$ cat config.mk
export PLATFORM = sky130hd
export DESIGN_NAME = lsu_pipe
export DESIGN_NICKNAME = d
export VERILOG_FILES = /design/src/rtl/lsu_pipe_pkg.sv /design/src/rtl/lsu_pipe_align.sv /design/src/rtl/lsu_pipe.sv
export SDC_FILE = /design/constraint.sdc
export NUM_CORES = 1
export LEC_CHECK = 0
export ABC_CLOCK_PERIOD_IN_PS = 2600
export BUFFER_PORTS_ARGS = -buffer_cell sky130_fd_sc_hd__buf_2
export CAP_MARGIN = 15
export CELL_PAD_IN_SITES_DETAIL_PLACEMENT = 1
export CELL_PAD_IN_SITES_GLOBAL_PLACEMENT = 2
export CORE_MARGIN = 2
export CORE_UTILIZATION = 21
export CTS_CLUSTER_SIZE = 12
export DETAILED_ROUTE_END_ITERATION = 8
export GPL_TIMING_DRIVEN = 0
export PLACE_DENSITY = 0.86
export SYNTH_ARGS = -nofsm -noshare
export SYNTH_HDL_FRONTEND = slang
export SYNTH_SLANG_ARGS = --single-unit
$ cat constraint.sdc
create_clock -name clk -period 2.6 [get_ports clk]
set_clock_uncertainty 0.2 [all_clocks]
set_input_delay 0.52 -clock clk [delete_from_list [all_inputs] [get_ports clk]]
set_output_delay 0.52 -clock clk [all_outputs]
set_load 0.005 [all_outputs]
$ cat src/rtl/lsu_pipe_pkg.sv
// Shared encodings for the load/store unit: memory access types and FSM states.
package lsu_pipe_pkg;

  // Memory access type carried with every EX-stage memory operation
  typedef enum logic [2:0] {
    dm_word          = 3'b000,
    dm_half          = 3'b001,
    dm_half_unsigned = 3'b010,
    dm_byte          = 3'b011,
    dm_byte_unsigned = 3'b100
  } dmtype_e;

  // LSU control states
  typedef enum logic [1:0] {
    LSU_IDLE  = 2'b00,
    LSU_WAIT  = 2'b01,
    LSU_DRAIN = 2'b10
  } lsu_state_e;

  // An access is misaligned when the word/half offset is not naturally aligned,
  // or when the access type is not one of the defined encodings.
  function automatic logic is_misaligned(input logic [2:0] dmtype, input logic [1:0] off);
    logic bad;
    case (dmtype)
      dm_word:          bad = (off != 2'b00);
      dm_half:          bad = off[0];
      dm_half_unsigned: bad = off[0];
      dm_byte:          bad = 1'b0;
      dm_byte_unsigned: bad = 1'b0;
      default:          bad = 1'b1;
    endcase
    return bad;
  endfunction

endpackage

$ cat src/rtl/lsu_pipe_align.sv
// Combinational lane logic: store byte enables / data replication / misalign
// detection, and load data alignment with sign or zero extension.
module lsu_align
  import lsu_pipe_pkg::*;
(
  input  logic [2:0]  i_st_dmtype,
  input  logic [1:0]  i_st_off,
  input  logic [31:0] i_st_wdata,
  output logic [3:0]  o_st_be,
  output logic [31:0] o_st_wdata_rep,
  output logic        o_st_misalign,
  input  logic [2:0]  i_ld_dmtype,
  input  logic [1:0]  i_ld_off,
  input  logic [31:0] i_ld_rdata,
  output logic [31:0] o_ld_data
);

  logic [31:0] w_shift;

  // Store side: lane enables and lane-replicated write data
  always_comb begin
    o_st_be        = 4'b0000;
    o_st_wdata_rep = i_st_wdata;
    o_st_misalign  = is_misaligned(i_st_dmtype, i_st_off);
    case (i_st_dmtype)
      dm_word: begin
        o_st_be        = 4'b1111;
        o_st_wdata_rep = i_st_wdata;
      end
      dm_half, dm_half_unsigned: begin
        o_st_be        = 4'b0011 << {i_st_off[1], 1'b0};
        o_st_wdata_rep = {2{i_st_wdata[15:0]}};
      end
      dm_byte, dm_byte_unsigned: begin
        o_st_be        = 4'b0001 << i_st_off;
        o_st_wdata_rep = {4{i_st_wdata[7:0]}};
      end
      default: begin
        o_st_be        = 4'b0000;
        o_st_wdata_rep = i_st_wdata;
      end
    endcase
  end

  // Load side: move the addressed lane to bit 0, then extend to 32 bits
  always_comb begin
    w_shift   = i_ld_rdata >> {i_ld_off, 3'b000};
    o_ld_data = w_shift;
    case (i_ld_dmtype)
      dm_word:          o_ld_data = w_shift;
      dm_half:          o_ld_data = {{16{w_shift[15]}}, w_shift[15:0]};
      dm_half_unsigned: o_ld_data = {16'h0000, w_shift[15:0]};
      dm_byte:          o_ld_data = {{24{w_shift[7]}}, w_shift[7:0]};
      dm_byte_unsigned: o_ld_data = {24'h000000, w_shift[7:0]};
      default:          o_ld_data = w_shift;
    endcase
  end

endmodule

$ cat src/rtl/lsu_pipe.sv
// Load/store unit between the EX/MEM boundary and the synchronous data SRAM.
// Drives the SRAM combinationally in the accept cycle, tracks outstanding loads
// with a latency counter and returns aligned, extended load data.
module lsu_pipe
  import lsu_pipe_pkg::*;
#(
  parameter int ADDR_W      = 32,
  parameter int MEM_LATENCY = 1,
  parameter int RD_W        = 5
) (
  input  logic              clk,
  input  logic              reset,
  input  logic              i_req_valid,
  output logic              o_req_ready,
  input  logic              i_req_we,
  input  logic [2:0]        i_req_dmtype,
  input  logic [ADDR_W-1:0] i_req_addr,
  input  logic [31:0]       i_req_wdata,
  input  logic [RD_W-1:0]   i_req_rd,
  input  logic              i_flush,
  output logic              o_resp_valid,
  output logic [31:0]       o_resp_rdata,
  output logic [RD_W-1:0]   o_resp_rd,
  output logic              o_misalign,
  output logic [ADDR_W-1:0] o_misalign_addr,
  output logic              o_data_sram_en,
  output logic [3:0]        o_data_sram_we,
  output logic [ADDR_W-1:0] o_data_sram_addr,
  output logic [31:0]       o_data_sram_wdata,
  input  logic [31:0]       i_data_sram_rdata
);

  localparam int CNT_W = $clog2(MEM_LATENCY + 1);
  localparam logic [CNT_W-1:0] CNT_START = CNT_W'(MEM_LATENCY - 1);
  localparam logic [CNT_W-1:0] CNT_ONE   = CNT_W'(1);
  localparam logic [CNT_W-1:0] CNT_ZERO  = CNT_W'(0);

  lsu_state_e        r_state;
  logic [CNT_W-1:0]  r_cnt;
  logic [RD_W-1:0]   r_rd;
  logic [2:0]        r_dmtype;
  logic [1:0]        r_off;
  logic [ADDR_W-1:0] r_misalign_addr;

  logic        w_cnt_zero;
  logic        w_ready;
  logic        w_accept;
  logic        w_mis;
  logic        w_mis_acc;
  logic        w_load_acc;
  logic        w_store_acc;
  logic        w_resp;
  logic [3:0]  w_be;
  logic [31:0] w_wdata_rep;
  logic [31:0] w_ld_data;

  lsu_align u_align (
    .i_st_dmtype    (i_req_dmtype),
    .i_st_off       (i_req_addr[1:0]),
    .i_st_wdata     (i_req_wdata),
    .o_st_be        (w_be),
    .o_st_wdata_rep (w_wdata_rep),
    .o_st_misalign  (w_mis),
    .i_ld_dmtype    (r_dmtype),
    .i_ld_off       (r_off),
    .i_ld_rdata     (i_data_sram_rdata),
    .o_ld_data      (w_ld_data)
  );

  // Handshake and accept classification; flush masks acceptance in its cycle
  always_comb begin
    w_cnt_zero = (r_cnt == CNT_ZERO);
    if (r_state == LSU_IDLE) begin
      w_ready = ~i_flush;
    end else if (r_state == LSU_WAIT) begin
      w_ready = w_cnt_zero & ~i_flush;
    end else begin
      w_ready = 1'b0;
    end
    w_accept    = i_req_valid & w_ready;
    w_mis_acc   = w_accept & w_mis;
    w_load_acc  = w_accept & ~w_mis & ~i_req_we;
    w_store_acc = w_accept & ~w_mis & i_req_we;
    w_resp      = (r_state == LSU_WAIT) & w_cnt_zero & ~i_flush;
  end

  // Output drive: SRAM port in the accept cycle, response in the cnt==0 WAIT cycle
  always_comb begin
    o_req_ready       = w_ready;
    o_misalign        = w_mis_acc;
    o_misalign_addr   = r_misalign_addr;
    o_data_sram_en    = w_load_acc | w_store_acc;
    o_data_sram_we    = w_store_acc ? w_be : 4'b0000;
    if (w_load_acc | w_store_acc) begin
      o_data_sram_addr  = {i_req_addr[ADDR_W-1:2], 2'b00};
      o_data_sram_wdata = w_wdata_rep;
    end else begin
      o_data_sram_addr  = {ADDR_W{1'b0}};
      o_data_sram_wdata = 32'h0000_0000;
    end
    if (w_resp) begin
      o_resp_valid = 1'b1;
      o_resp_rdata = w_ld_data;
      o_resp_rd    = r_rd;
    end else begin
      o_resp_valid = 1'b0;
      o_resp_rdata = 32'h0000_0000;
      o_resp_rd    = {RD_W{1'b0}};
    end
  end

  // Control FSM and latency counter
  always_ff @(posedge clk or posedge reset) begin
    if (reset) begin
      r_state <= LSU_IDLE;
      r_cnt   <= CNT_ZERO;
    end else begin
      case (r_state)
        LSU_IDLE: begin
          if (w_load_acc) begin
            r_state <= LSU_WAIT;
            r_cnt   <= CNT_START;
          end
        end
        LSU_WAIT: begin
          if (!w_cnt_zero) begin
            r_cnt <= r_cnt - CNT_ONE;
            if (i_flush) begin
              r_state <= LSU_DRAIN;
            end
          end else if (w_load_acc) begin
            r_state <= LSU_WAIT;
            r_cnt   <= CNT_START;
          end else begin
            r_state <= LSU_IDLE;
          end
        end
        LSU_DRAIN: begin
          if (!w_cnt_zero) begin
            r_cnt <= r_cnt - CNT_ONE;
          end else begin
            r_state <= LSU_IDLE;
          end
        end
        default: begin
          r_state <= LSU_IDLE;
          r_cnt   <= CNT_ZERO;
        end
      endcase
    end
  end

  // Capture load context on accept and the faulting address on a misaligned accept
  always_ff @(posedge clk or posedge reset) begin
    if (reset) begin
      r_rd            <= {RD_W{1'b0}};
      r_dmtype        <= 3'b000;
      r_off           <= 2'b00;
      r_misalign_addr <= {ADDR_W{1'b0}};
    end else begin
      if (w_load_acc) begin
        r_rd     <= i_req_rd;
        r_dmtype <= i_req_dmtype;
        r_off    <= i_req_addr[1:0];
      end
      if (w_mis_acc) begin
        r_misalign_addr <= i_req_addr;
      end
    end
  end

endmodule

==> metrics.yaml <==
yosys:
  yosys.area.top_type: "dfrtp_1"
  synthFlopType: "dfrtp_1"
  synth_area_leaders: "dfrtp_1, and2_1, mux2_2, nand2_1, a21oi_1"
  synth_edf_count: 0
  synth_area_mm2: 0.00332
  netlist_instances: 385
  ys_seq_area_share_pct: 32.4
  avgSynthCellArea_um2: 8.62
  ys_ff_latch: 43
  yosys_warnings: 0
  synth_cell_types: 44
  synth-async-reset-ratio_pct: 100
  synth_top_area_share_pct: 32.4
detailed_routing:
  drt-pass1-iter-count: 4
  first_iter_violations: 86
  route.detailed.drc: 0
  vias_per_cell: 4.57
  wirelength_um: 14600
  ant_nets: 0
  vias: 3926
  drt-wirelength-per-cell_um: 17.0
job:
  cap_violations: 0
status:
  status: "complete, but fails checks"
  violations: "negative setup slack"
layout:
  fin_cells: 860
  final_area_mm2: 0.00535
  drive_above_1_share_pct: 55.6
  nets: 756
  mostFrequentLayoutCells: "buf_2, nand2_1, and2_1"
  areaGrowthSynthToFinish_pct: 61.3
  fill_cells: 1892
  layout_commonest_cell: "buf_2"
sta:
  report.final.hold_viol_count: 0
  fin_crit_sh_pct: 104
  worstMarginPinSlew_ps: 531
  fin_crit_ps: 2690
  slew_headroom_pct: 64.6
  setup_viol: 13
  rsz0062_at_grt: "true"
  slew_violations: 0
  timing.final.ws_setup_ps: -92.1
  max_freq_ghz: 0.371
grt:
  grtUsageTotal_pct: 16.3
  grt_max_degree: 34
  grt_pass1_vias: 4083
  antenna_found_initial: 1
  grt_pass1_wl_um: 21700
  grt_remaining_overflow: 0
critical_path:
  crit_path_end_kind: "primary output"
  worst-path-max-fanout: 7
  crit_type: "reg -> out"
  arrival_ps: 1970
  critPathRequiredTime_ps: 1880
  cp-start-kind: "flop"
clocking:
  clk_pin_slew_worst_paths_ps: 70
  h-tree-depth: 2
  clockBufferDepth: 2
  cts_tree: "built"
  clock-sinks: 43
  clock-root-buffer: "clkbuf_16"
  cts_buffers: 5
  clock_latency_ps: 280
die:
  die_w_um: 130
  num_rows: 45
  num_io_pins: 250
  die_h_um: 130
  dieArea_mm2: 0.0168
  initial_core_util_pct: 21.7
  core_mm2: 0.0153
power_and_ir_drop:
  swShare_pct: 36.1
  power.density_mw_per_mm2: 543
  switching_power_mw: 1.05
  internal_power_mw: 1.86
  clock_power_share_pct: 24.8
  ir_drop_v: 0.000304
  share_comb_of_total_power_pct: 43.0
  seq_power_share_pct: 32.3
  cellLeakagePower_nw: 2.80
placed_design:
  place.gp.congestion: 0.882
  placed_area_mm2: 0.00483
  dp_hpwl_um: 11900
  port_buffers: 244
  dpl_worst_slack_ps: -237
  dp.cells: 842
min_path:
  hp-class: "in -> reg"
routing by layer:
metal  share of wire (%)  vias up  track usage (%)  routed length [um]
met1                  40     1879             19.3                5830
met4                 2.2        0             4.17                 316
met2                  50      187             29.1                7300
met3                 8.2       17             4.35                1200
met5                   0        -                0                   0
li1                    -     1843                -                   -
metrics by stage:
stage | hold WS [ps] | util, % | TNS, ps | total power, mW
finish | 267 | 34.9 | -916 | 2.91
CTS | 262 | 34.1 | -922 | 2.89
global placement | 265 | 31.4 | -8750 | 2.02
detailed placement | 274 | 31.5 | -11140 | 2.08
floorplan | 272 | - | 0 | 1.59
global route | 264 | 34.9 | -2950 | 3.10
Yosys cell counts, types with 2 or more instances:
library cell / count
nand3b_1: 2
o2bb2ai_1: 6
a31oi_1: 8
xnor2_1: 2
mux2i_1: 17
clkbuf_2: 2
nor2b_1: 10
inv_1: 4
nand2_1: 63
buf_6: 2
mux2_4: 9
nor2_1: 34
clkbuf_1: 11
o21ai_0: 4
a211oi_1: 15
mux2_2: 24
mux2_1: 9
buf_4: 7
dfrtp_1: 43
o211ai_1: 2
a21oi_1: 36
nand2b_1: 3
buf_2: 6
and2_1: 45
a21boi_0: 2
state kept, by name, indices dropped and copies added (netlist names):
name and flops:
o_misalign_addr 32, r_dmtype 3, r_state 1, r_off 2
r_rd 5
cell families after synthesis:
| family | Yosys count | synth area share, % |
|---|---|---|
| DFF | 43 | 32.4 |
| muxes | 60 | 21.1 |
| AOI/OAI and AO/OA | 78 | 14.7 |
| other | 1 | 0.113 |
| and+or+nand+nor | 165 | 24.9 |
| xor gates and xnor gates | 3 | 0.792 |
| buffers and inverters | 35 | 6.00 |
final timing paths:
check	startpoint	end	slack (ps)	cells after the start
min reg2reg	o_misalign_addr[25]$_DFFE_PP0P_	o_misalign_addr[25]$_DFFE_PP0P_	290	1
min	i_req_addr[27]	o_misalign_addr[27]$_DFFE_PP0P_	270	2
min in group asynchronous	reset	o_misalign_addr[11]$_DFFE_PP0P_	520	3
max reg2reg	r_off[1]$_DFFE_PP0P_	r_off[1]$_DFFE_PP0P_	1120	2
max	r_off[0]$_DFFE_PP0P_	o_resp_rdata[26]	-90	6
max in group asynchronous	reset	r_dmtype[2]$_DFFE_PP0P_	1210	4
power groups by stage:
stage               Sequential, mW  Clock (mW)  Combinational (mW)
floorplan                    0.909           0               0.684
detailed placement           0.916           0                1.16
finish                       0.938       0.720                1.25
CTS                          0.933       0.742                1.21
global route                 0.965       0.773                1.36
global placement             0.899           0                1.12
area by class of cell:
type / count / area [um2] / share of cell area (%)
Timing Repair Buffer: 258 / 1370 / 25.7
Sequential cell: 43 / 1080 / 20.2
Clock buffer: 5 / 125 / 2.34
Multi-Input combinational cell: 308 / 2200 / 41.1
Buffer: 26 / 236 / 4.42
Antenna cell: 1 / 2.50 / 0.0468
Clock inverter: 3 / 43.8 / 0.818
Inverter: 5 / 26.3 / 0.491
Tap cell: 211 / 264 / 4.93
timing repair:
item / 4_1_cts / 5_1_grt
pin swaps: 10 / 6
endpoints found under the hold margin: 10 / 0
hold buffers: 1 / 0
endpoints found under the setup margin: 93 / 57
gates cloned: 2 / 1
setup buffers: 8 / 1
resized for setup: 44 / 33
critical path: stages (launching register included):
cell	delay [ps]
dfrtp_2	430
mux4_2	570
a21boi_2	150
nand4b_4	210
buf_8	160
nor2_2	40
buf_2	130
(Power assumes the default switching activity.)
